--- src/rtl/clangpu_exec_ctrl.sv ---
// -----------------------------------------------------------------------------
// clangpu_exec_ctrl
//   Program-load and run sequencer for the ClangPU core. On START it copies
//   PROG_LEN words from a word-wide source memory into the core instruction
//   memory, then raises CEXEC. It holds CEXEC until the core reports
//   completion on CSTAT or until a cycle timeout expires. It also reports the
//   length of the run.
//
// Ports
//   CCLK, CRST         clock; asynchronous active-high reset
//   START, ABORT       run request (taken in IDLE/FIN); abort back to IDLE
//   PROG_BASE/LEN      source byte address of word 0; number of words to load
//   SRC_REQ/ADDR/ACK/DATA
//                      source read handshake (REQ held until ACK)
//   IMEM_WE/ADDR/WDATA instruction memory write port (one-cycle strobe)
//   CEXEC, CSTAT       core run enable; core finished flag
//   BUSY, DONE         loading/running; run finished (held)
//   TIMEOUT_ERR        run ended by the cycle timeout
//   CYCLE_CNT          RUN cycles of the last/current run, saturating
// -----------------------------------------------------------------------------
module clangpu_exec_ctrl #(
  parameter int DATA_WIDTH     = 32,
  parameter int IMEM_AW        = 10,
  parameter int SRC_AW         = 32,
  parameter int CNT_W          = 24,
  parameter int TIMEOUT_CYCLES = 4500
) (
  input  logic                  CCLK,
  input  logic                  CRST,
  input  logic                  START,
  input  logic                  ABORT,
  input  logic [SRC_AW-1:0]     PROG_BASE,
  input  logic [IMEM_AW:0]      PROG_LEN,
  output logic                  SRC_REQ,
  output logic [SRC_AW-1:0]     SRC_ADDR,
  input  logic                  SRC_ACK,
  input  logic [DATA_WIDTH-1:0] SRC_DATA,
  output logic                  IMEM_WE,
  output logic [IMEM_AW-1:0]    IMEM_ADDR,
  output logic [DATA_WIDTH-1:0] IMEM_WDATA,
  output logic                  CEXEC,
  input  logic                  CSTAT,
  output logic                  BUSY,
  output logic                  DONE,
  output logic                  TIMEOUT_ERR,
  output logic [CNT_W-1:0]      CYCLE_CNT
);

  localparam logic [2:0] ST_IDLE  = 3'd0;
  localparam logic [2:0] ST_FETCH = 3'd1;
  localparam logic [2:0] ST_WRITE = 3'd2;
  localparam logic [2:0] ST_RUN   = 3'd3;
  localparam logic [2:0] ST_FIN   = 3'd4;

  localparam int BYTES_PER_WORD = DATA_WIDTH / 8;
  localparam bit TIMEOUT_EN     = (TIMEOUT_CYCLES != 0);

  logic [2:0]            state_q, state_d;
  logic [SRC_AW-1:0]     base_q,  base_d;
  logic [IMEM_AW:0]      len_q,   len_d;
  logic [IMEM_AW:0]      idx_q,   idx_d;
  logic [DATA_WIDTH-1:0] data_q,  data_d;
  logic [CNT_W-1:0]      cnt_q,   cnt_d;
  logic                  tout_q,  tout_d;

  logic [CNT_W-1:0]      cnt_inc;
  logic [SRC_AW-1:0]     src_offset;

  assign cnt_inc    = (cnt_q == '1) ? cnt_q : cnt_q + 1'b1;
  assign src_offset = SRC_AW'(idx_q) * SRC_AW'(BYTES_PER_WORD);

  // All outputs decode registered state, so reset clears them immediately
  // and no strobe can leak out in the cycle reset is asserted.
  assign SRC_REQ     = (state_q == ST_FETCH);
  assign SRC_ADDR    = SRC_REQ ? (base_q + src_offset) : '0;
  assign IMEM_WE     = (state_q == ST_WRITE);
  assign IMEM_ADDR   = IMEM_WE ? idx_q[IMEM_AW-1:0] : '0;
  assign IMEM_WDATA  = IMEM_WE ? data_q : '0;
  assign CEXEC       = (state_q == ST_RUN);
  assign BUSY        = (state_q == ST_FETCH) || (state_q == ST_WRITE) || (state_q == ST_RUN);
  assign DONE        = (state_q == ST_FIN);
  assign TIMEOUT_ERR = tout_q;
  assign CYCLE_CNT   = cnt_q;

  always_comb begin
    // NOTE: every signal assigned here gets a default first, so no path
    // leaves it unassigned and no latch is inferred.
    state_d = state_q;
    base_d  = base_q;
    len_d   = len_q;
    idx_d   = idx_q;
    data_d  = data_q;
    cnt_d   = cnt_q;
    tout_d  = tout_q;

    if (ABORT) begin
      state_d = ST_IDLE;
      tout_d  = 1'b0;
    end else begin
      case (state_q)
        ST_IDLE, ST_FIN: begin
          if (START) begin
            base_d  = PROG_BASE;
            len_d   = PROG_LEN;
            idx_d   = '0;
            cnt_d   = '0;
            tout_d  = 1'b0;
            state_d = (PROG_LEN != '0) ? ST_FETCH : ST_RUN;
          end
        end
        ST_FETCH: begin
          if (SRC_ACK) begin
            data_d  = SRC_DATA;
            state_d = ST_WRITE;
          end
        end
        ST_WRITE: begin
          if (idx_q == len_q - 1'b1) begin
            state_d = ST_RUN;
          end else begin
            idx_d   = idx_q + 1'b1;
            state_d = ST_FETCH;
          end
        end
        ST_RUN: begin
          cnt_d = cnt_inc;
          // The counter is cleared on START, so zero marks the first RUN
          // cycle, where CSTAT may still be left over from a previous run.
          if ((cnt_q != '0) && CSTAT) begin
            state_d = ST_FIN;
          end else if (TIMEOUT_EN && (64'(cnt_inc) == 64'(TIMEOUT_CYCLES))) begin
            state_d = ST_FIN;
            tout_d  = 1'b1;
          end
        end
        default: state_d = ST_IDLE;
      endcase
    end
  end

  // NOTE: state registers use non-blocking assignments so every flop samples
  // the pre-edge value of every other flop.
  always_ff @(posedge CCLK or posedge CRST) begin
    if (CRST) begin
      state_q <= ST_IDLE;
      base_q  <= '0;
      len_q   <= '0;
      idx_q   <= '0;
      data_q  <= '0;
      cnt_q   <= '0;
      tout_q  <= 1'b0;
    end else begin
      state_q <= state_d;
      base_q  <= base_d;
      len_q   <= len_d;
      idx_q   <= idx_d;
      data_q  <= data_d;
      cnt_q   <= cnt_d;
      tout_q  <= tout_d;
    end
  end

endmodule

--- config.mk ---
export PLATFORM = sky130hd
export DESIGN_NAME = clangpu_exec_ctrl
export DESIGN_NICKNAME = d
export VERILOG_FILES = /design/src/rtl/clangpu_exec_ctrl.sv
export SDC_FILE = /design/constraint.sdc
export NUM_CORES = 1
export LEC_CHECK = 0
export BUFFER_PORTS_ARGS = -buffer_cell sky130_fd_sc_hd__buf_4
export CORE_MARGIN = 5
export CORE_UTILIZATION = 50
export CTS_CLUSTER_SIZE = 28
export DETAILED_ROUTE_END_ITERATION = 10
export PLACE_DENSITY = 0.76
export SLEW_MARGIN = 40
export SYNTH_ARGS = -nofsm -noshare
export SYNTH_HDL_FRONTEND = slang
export SYNTH_SLANG_ARGS = --single-unit
--- constraint.sdc ---
create_clock -name CCLK -period 5.38 [get_ports CCLK]
set_clock_uncertainty 0.1 [all_clocks]
set_input_delay 0 -clock CCLK [delete_from_list [all_inputs] [get_ports CCLK]]
set_output_delay 0 -clock CCLK [all_outputs]
set_load 0.02 [all_outputs]
==> reports/qor.yml <==
slew_viol_final: 0
yosys_warnings: 0
area_growth_pct: 39.36
gp_congestion: 0.9282
cp.arrival_ps: 3770
clock-sinks: 114
synth.distinct_cells: 62
rows: 44
p_leak_nw: 4.767
grt_pass1_vias: 7155
num_vias: 7222
core_area_sq_um: 14370
drtIter0Drc: 497
route.met2.wl_um: 10470
ctsResizeCount: 0
status: "finished clean"
die_y_um: 130.4
die_w_um: 130.4
ys_async_sr_fraction_pct: 100.0
fillerInstances: 1094
cts_tree: "yes"
drive_gt1_share_pct: 25.38
wire_per_inst_um: 17.05
clk_latency_ps: 410
start_util_pct: 50.46
rsz0062_at_grt: "false"
synth-edff-count: 0
relSlewSlack_pct: 48.91
diodes: 0
finalCritPeriodShare_pct: 72.02
dp_hpwl_um: 14740
post-route-min-period_ps: 3875
htreeDepth: 4
antenna_found_initial: 0
grt_max_degree: 75
final_area_sq_um: 10100
setup_viol: 0
required_ps: 5280
post_cts_buffers: 0
clkSlewWorstSetupHoldPaths_ps: 60
hold_violations: 0
clk_root_buffer_cell: "clkbuf_16"
end_kind: "primary output"
ios: 185
max_cap_viol_count: 0
synth_ff_type: "dfrtp_1"
routed_via_density: 5.560
cp_max_fo: 10
holdBufCountCts: 80
drc_errors: 0
synth-seq-area-share_pct: 39.34
synth_cells: 863
power_density_nw_per_um2: 395.9
groute.usage.overall_pct: 26.09
ys_ff_latch: 114
grt_pass1_wl_um: 35440
syn-num-nets: 960
portBuffers: 184
syn_area_sq_um: 7251
max_freq_mhz: 258.1
numCtsBuffers: 17
min_path_type: "in -> reg"
tightest_slew_ps: 762.2
wl_met1_um: 9351
drt_wl_total_um: 22140
crit_path_start_kind: "flop"
path_class: "reg -> out"
seq_area_sq_um: 2853
multiInputGateArea_sq_um: 4118
grt_overflow: 0
ir_worst_vdd_v: 0.0003028
nets: 1199
postPlaceCellArea_sq_um: 8728
fin_tns_setup_ps: 0
synth_area_per_cell_sq_um: 8.402
met3_length_um: 1774
clockBufferDepth: 2
dr.pass1.iters: 5
dieArea_sq_um: 17010
timing.reg2reg.setup_slack_ps: 1570
highest_layer: "met4"
drt.antenna.violating_nets: 0
==> per-stage QoR <==
step	hold slack [ps]	std cells	setup slack [ps]	power [mW]	utilization [%]
2_1_floorplan	-8.531	863	1850	2.359	-
3_3_place_gp	-20.68	1187	1768	2.812	60.69
3_5_place_dp	-14.48	1187	1675	2.860	60.75
4_1_cts	47.88	1299	1513	3.994	70.28
5_1_grt	105.2	1299	1313	4.261	70.32
6_report	50.63	1299	1505	4.001	70.32
==> cells in the final DEF, fill, tap and decap left out, drive strengths merged, types with 10 or more instances in the layout <==
| master | Yosys | routed |
|---|---|---|
| nor2 | 65 | 65 |
| mux2 | 33 | 33 |
| dfrtp | 114 | 114 |
| ha | 15 | 15 |
| inv | 25 | 33 |
| and3 | 13 | 13 |
| and2 | 51 | 51 |
| dlygate4sd3 | 0 | 80 |
| clkbuf | 39 | 17 |
| nand4 | 19 | 19 |
| o21ai | 54 | 54 |
| nor3 | 21 | 21 |
| xor2 | 23 | 23 |
| or3 | 10 | 10 |
| xnor2 | 19 | 19 |
| nand3 | 28 | 28 |
| nand2 | 171 | 171 |
| a21oi | 31 | 31 |
| buf | 12 | 191 |
| nor4 | 11 | 11 |
==> logic make-up after synthesis <==
| family | after synthesis | synth area share (%) |
|---|---|---|
| mux | 42 | 6.368 |
| buf+inv | 76 | 4.245 |
| flops | 114 | 39.34 |
| compound gates | 142 | 12.53 |
| xor+xnor | 42 | 5.073 |
| fa+ha+maj | 16 | 2.865 |
| simple gates | 431 | 29.58 |
==> per-layer routing <==
layer  global-route usage, %  vias to the layer above
li1                        -                     3476
met1                   33.71                     3380
met2                   42.91                      317
met3                   6.098                       49
met4                   9.861                        0
met5                       0                        -
==> registers in the layout, summed over array words and instances (netlist names) <==
name / flops
base_q: 32
data_q: 32
CYCLE_CNT: 24
idx_q: 11
len_q: 11
state_q: 3
TIMEOUT_ERR: 1
==> synthesized netlist by cell type, drive strengths merged (9+ instances only) <==
cell type | instances | area share (%)
nor2 | 65 | 3.4
dfrtp | 114 | 39
nand3 | 28 | 1.9
inv | 25 | 1.3
and3 | 13 | 1.1
o21ai | 54 | 3.8
o31ai | 9 | 0.93
or3 | 10 | 0.86
clkbuf | 39 | 2.0
mux2i | 9 | 1.2
nand2 | 171 | 8.9
xnor2 | 19 | 2.3
nor4 | 11 | 0.95
a21oi | 31 | 2.1
ha | 15 | 2.6
buf | 12 | 0.91
and2 | 51 | 4.4
mux2 | 33 | 5.1
xor2 | 23 | 2.8
nand4 | 19 | 2.1
nor3 | 21 | 1.6
==> worst paths after layout <==
kind	from	to	cells after the start
setup / recovery	idx_q[1]	SRC_ADDR[17]	11
hold / removal	CSTAT	state_q[1]	4
setup reg to reg	CYCLE_CNT[0]	idx_q[5]	10
hold reg to reg	base_q[1]	base_q[1]	2
max in group asynchronous	CRST	base_q[16]	4
min in group asynchronous	CRST	CYCLE_CNT[10]	3
==> power breakdown <==
group / internal [mW] / switching [mW] / leakage, nW
Combinational: 0.668 / 0.821 / 3.03
Clock: 0.611 / 0.462 / 0.274
Sequential: 1.16 / 0.277 / 1.46
==> critical path: stages (launching register included) <==
cell and delay, ps:
dfrtp_1 540, ha_1 290, a21o_1 180, a21o_1 200
a2111oi_0 650, o311ai_0 360, a21o_1 250, a21o_1 310
nand3_1 150, xor2_1 170, nor2_1 70, buf_4 190
==> final cells by class <==
cell class | count | share of cell area, %
flip-flops and latches | 114 | 28.23
multi-input cells | 673 | 40.75
repair buffers | 271 | 22.15
inverters | 25 | 0.9534
well taps | 184 | 2.278
clock buffers | 17 | 4.210
clock inverters | 15 | 1.424
Power figures use the tool's default switching activity.
